$ cat config.mk
export PLATFORM = sky130hd
export DESIGN_NAME = moore_10110
export DESIGN_NICKNAME = d
export VERILOG_FILES = /design/src/rtl/moore_10110.sv
export SDC_FILE = /design/constraint.sdc
export NUM_CORES = 1
export LEC_CHECK = 0
export ABC_AREA = 0
export CORE_AREA = 3 3 40 42
export CTS_CLUSTER_SIZE = 40
export DETAILED_ROUTE_END_ITERATION = 10
export DIE_AREA = 0 0 43 45
export PLACE_DENSITY = 0.75
export SLEW_MARGIN = 20
export SYNTH_ARGS = -nofsm -noshare
export SYNTH_HDL_FRONTEND = slang
export SYNTH_SLANG_ARGS = --single-unit
$ cat constraint.sdc
create_clock -name clk -period 1.5 [get_ports clk]
set_input_delay 0.3 -clock clk [delete_from_list [all_inputs] [get_ports clk]]
set_output_delay 0.3 -clock clk [all_outputs]
set_load 0.03 [all_outputs]
$ cat src/rtl/moore_10110.sv
// Moore detector for serial pattern 1-0-1-1-0 with saturating match count.
// Define MOORE10110_STATE_OUT_EN to expose the state encoding on state_o.
module moore_10110 #(
  parameter bit OVERLAP = 1'b1,
  parameter int CNT_W   = 8
) (
  input  logic             clk,
  input  logic             rst,
  input  logic             j,
`ifdef MOORE10110_STATE_OUT_EN
  output logic [2:0]       state_o,
`endif
  output logic             w,
  output logic [CNT_W-1:0] match_cnt
);

  typedef enum logic [2:0] {
    IDLE = 3'd0,
    S1   = 3'd1,
    S2   = 3'd2,
    S3   = 3'd3,
    S4   = 3'd4,
    DET  = 3'd5
  } state_t;

  state_t state, state_nx;

  always_ff @(posedge clk or negedge rst) begin
    if (!rst) state <= IDLE;
    else      state <= state_nx;
  end

  // Encodings 6 and 7 fall into the default arm and recover to IDLE.
  always_comb begin
    state_nx = IDLE;
    unique case (state)
      IDLE:    state_nx = j ? S1 : IDLE;
      S1:      state_nx = j ? S1 : S2;
      S2:      state_nx = j ? S3 : IDLE;
      S3:      state_nx = j ? S4 : S2;
      S4:      state_nx = j ? S1 : DET;
      DET: begin
        if (j) state_nx = OVERLAP ? S3 : S1;
        else   state_nx = IDLE;
      end
      default: state_nx = IDLE;
    endcase
  end

  always_ff @(posedge clk or negedge rst) begin
    if (!rst)
      match_cnt <= '0;
    else if (state_nx == DET && match_cnt != {CNT_W{1'b1}})
      match_cnt <= match_cnt + 1'b1;
  end

  assign w = (state == DET);

`ifdef MOORE10110_STATE_OUT_EN
  assign state_o = state;
`endif

endmodule

=== Yosys cells after proc, flatten, opt, wreduce, memory -nomap -nowiden ===
Index checks and enable logic that the tools add are counted.

* Input bits: 3
* Flip-flop bits (word level): 11
* Logic and storage cells: 19
* Output and inout bits: 9

* Eq/ne operators: 7
* Reductions and logical operators: 3
* Multiplexer cells: 6
* $add $sub $neg: 1

{| class="wikitable"
|+ Operators with widths
! kind !! number
|-
| $pmux W3 S5 || 1
|-
| $eq A3 B3 Y1 const B || 3
|-
| $add A8 B1 Y8 const B || 1
|-
| $ne A8 B8 Y1 const B || 1
|-
| $eq A3 B2 Y1 const B || 2
|-
| $mux W3 || 2
|-
| $mux W2 || 2
|-
| $eq A3 B1 Y1 const B || 1
|-
| $logic_not A3 Y1 || 1
|-
| $reduce_or A2 Y1 || 1
|-
| $logic_and A1 B1 Y1 || 1
|-
| $mux W1 || 1
|}

=== Depth between registers and ports, before layout ===
* Word-level depth: 5
* Mapped depth: 5
* Mapped depth without buffers: 5

=== Worst setup path before layout ===
OpenSTA, ideal clock, no wires.

* Kind: flip-flop to flip-flop
* From: register match_cnt[0]
* To: register match_cnt[1]
* Arrival: 1592 ps
* Path buffers: 0
* Setup time: 125 ps
* Path slack: -217 ps
* Cell stages (with the launch flop): 5
* Required time: 1375 ps
* Period minus slack after synthesis: 1717 ps
* Cell sequence: dfrtp_1 ha_1 nand3_1 o21ai_2 mux2_2

* Word-level cells in the longest chain between the ends: 2
* Elaborated cells between the ends (all ways): 3
* Those cells by class: add/sub (1); eq/ne (1); reduce/logical (1)

{| class="wikitable"
|+ Ends and longest elaborated chain
! item !! line !! source
|-
| start, declared || 14 || <nowiki>output logic [CNT_W-1:0] match_cnt</nowiki>
|-
| start signal, assigned || 54 || <nowiki>match_cnt <= match_cnt + 1'b1;</nowiki>
|-
| parallel branches: the longest is 2 deep, another holds $add A8 B1 Y8 || n/a ||
|}

Several ways; the timed one is not identified.
A chain may end at the register's enable or synchronous reset.

=== Worst setup path after layout ===
* From: register match_cnt[3]
* To: output match_cnt[3]

No word-level cell between the ends.

==> metrics.cfg <==
[place]
gp_congestion = 0.779
dp_hpwl_um = 754
portBuffers = 11
place_ws_ns = -0.316

[yosys]
netlist.area_leader.share_pct = 52.3
ys_top_cells_by_area = dfrtp_1, xor2_1, nor2_1
syn-cell-area_sq_um = 527
synthAdderAreaFrac_pct = 2.38
synthMuxAreaShare_pct = 2.14
yosys.area_share.simple_pct = 24.0
synth_top_area_cell = dfrtp_1
syn_area_per_cell_sq_um = 11.2
synth-seq-cells = 11
synth_nets = 51
ys_seq_area_share_pct = 52.3
synthXorXnorAreaFrac_pct = 11.6
synthCells = 47
synth_compound_area_share_pct = 6.18
synth_top_family_by_area = simple AND/OR/NAND/NOR gates
ys_warn_count = 0
synth.distinct_cells = 19

[detailed_routing]
wl_um = 1020
dr.pass1.iters = 4
ant_nets = 0
drc = 0
vias = 404
drt_iter0_drc = 1
wl_per_cell_um = 12.6
vias_per_cell = 4.99

[power]
vdd_drop_max_mv = 0.611
power_density_nw_per_um2 = 1090
fin_total_pwr_uw = 804
p_leak_nw = 0.375

[final_layout]
syn2layout_area_growth_pct = 40.6
drive_gt1_share_pct = 33.3
layout_commonest_cell = dlygate4sd2_1
fin_util_pct = 57.6
final_net_count = 71
antenna_cells = 0
final_cell_mix = dlygate4sd2_1, nor2_1, xor2_1, dfrtp_1, dfrtp_2
n_fill_cell = 118

[sta]
post-route-min-period_ns = 1.45
slew_headroom_pct = 67.5
fin_crit_sh_pct = 96.7
postLayoutSetupSlackWorst_ns = 0.0501
rsz0062_at_grt = yes
fmax_mhz = 690
tightestPinTransition_ns = 0.486
drv_slew = 0
finalHoldViolCount = 0
finClkSkew_ns = 0.000722
setup_viol = 0

[clock_tree]
clock-sinks = 11
htree_levels = 1
ctsRootBufferMaster = clkbuf_4
clockBufferDepth = 2
numCtsBuffers = 3
tritoncts = built
clock_latency_ns = 0.27
ctsHoldBuffers = 0
clk_pin_slew_ns = 0.07

[global_route]
gr-usage-all-layers_pct = 12.2
antenna_found_initial = 0
first_global_vias = 432
grt_pass1_wl_um = 1730
grt_max_degree = 12
grt.overflow.total = 0

[setup_path]
critPathLaunchType = register
end_kind = output pin
crit_required_ns = 1.20
criticalPathCategory = register to output pin
crit_family = flip-flops
cp_data_arrival_time_ns = 1.15
crit_chain = dlygate4sd2_1
cp_slowest_cell = dfrtp_1
critPathMaxFanout = 5
cp_num_buf_inv = 1
cpPeakStageDelay_ns = 0.45

[floorplan]
core-area_sq_um = 1280
ios = 12
dieArea_sq_um = 1940
die_h_um = 45
start_util_pct = 41.0
die_x_um = 43
fp-row-count = 13

[run_status]
status = complete, no violations

[hold_path]
min_path_type = primary input to asynchronous set/reset pin

[job]
drv_cap = 0

==> power breakdown <==
group	internal (mW)	switching, mW	total (mW)
registers	0.339	0.0552	0.394
clock network	0.103	0.0980	0.201
logic	0.0944	0.114	0.208
==> area by class of cell <==
class	instances	area (sq um)	share of cell area, %
Tap cell	15	18.8	2.53
Sequential cell	11	282	38.0
Clock buffer	4	26.3	3.55
Timing Repair Buffer	15	130	17.6
Inverter	2	7.51	1.01
Multi-Input combinational cell	34	277	37.3
==> stage by stage <==
| step | cell area (sq um) | TNS [ns] | std cells | hold slack, ns |
|---|---|---|---|---|
| 4_1_cts | 728 | 0 | 81 | 0.369 |
| 3_3_place_gp | 706 | -1.63 | 76 | 0.485 |
| 2_1_floorplan | 557 | 0 | 47 | 0.00441 |
| 5_1_grt | 741 | -0.0255 | 81 | 0.379 |
| 3_5_place_dp | 706 | -1.99 | 76 | 0.484 |
| 6_report | 741 | 0 | 81 | 0.358 |
==> routing by layer <==
metal / vias up / GRT usage, % / share of wire (%)
met2: 10 / 22.2 / 50
met3: 2 / 2.39 / 3.4
li1: 195 / - / -
met5: - / 0 / 0
met1: 197 / 13.1 / 44
met4: 0 / 7.23 / 2.5
==> cell families (layout without fill, tap and decap cells) <==
logic type / after synthesis / in the layout
compound gates: 5 / 5
xor+xnor: 7 / 7
fa+ha+maj: 1 / 1
buf+inv: 2 / 21
flops: 11 / 11
mux: 1 / 1
simple gates: 20 / 20
==> state kept, by name, indices dropped and copies added (netlist names) <==
signal	cells
state	3
match_cnt	8
==> timing repair <==
item / CTS / global route
setup buffers: 1 / 0
setup endpoints to repair: 12 / 2
resized for setup: 9 / 4
pin swaps: 1 / 0
==> cell usage after synthesis <==
| cell | instances |
|---|---|
| nand3_1 | 2 |
| nor3b_1 | 1 |
| a31o_2 | 1 |
| nand4_1 | 1 |
| mux2_2 | 1 |
| xor2_1 | 6 |
| nand2b_1 | 1 |
| a21oi_1 | 1 |
| nor4_4 | 1 |
| o21ai_0 | 2 |
| nand2_1 | 4 |
| ha_1 | 1 |
| dfrtp_1 | 11 |
| nor3_1 | 2 |
| o21ai_2 | 1 |
| xnor2_1 | 1 |
| nor4b_4 | 1 |
| nor2_1 | 7 |
| inv_1 | 2 |
==> path summary, 6_finish.rpt <==
kind	from	endpoint	slack, ns	cells past startpoint
worst min register to register	match_cnt[4]	match_cnt[4]	0.51	1
worst max register to register	match_cnt[0]	match_cnt[1]	0.08	4
max in group asynchronous	rst	match_cnt[4]	0.79	1
worst max-delay path	match_cnt[3]	match_cnt[3]	0.05	1
min in group clk	match_cnt[4]	match_cnt[4]	0.51	1
worst min-delay path	rst	match_cnt[6]	0.36	1
Power figures use the tool's default switching activity.
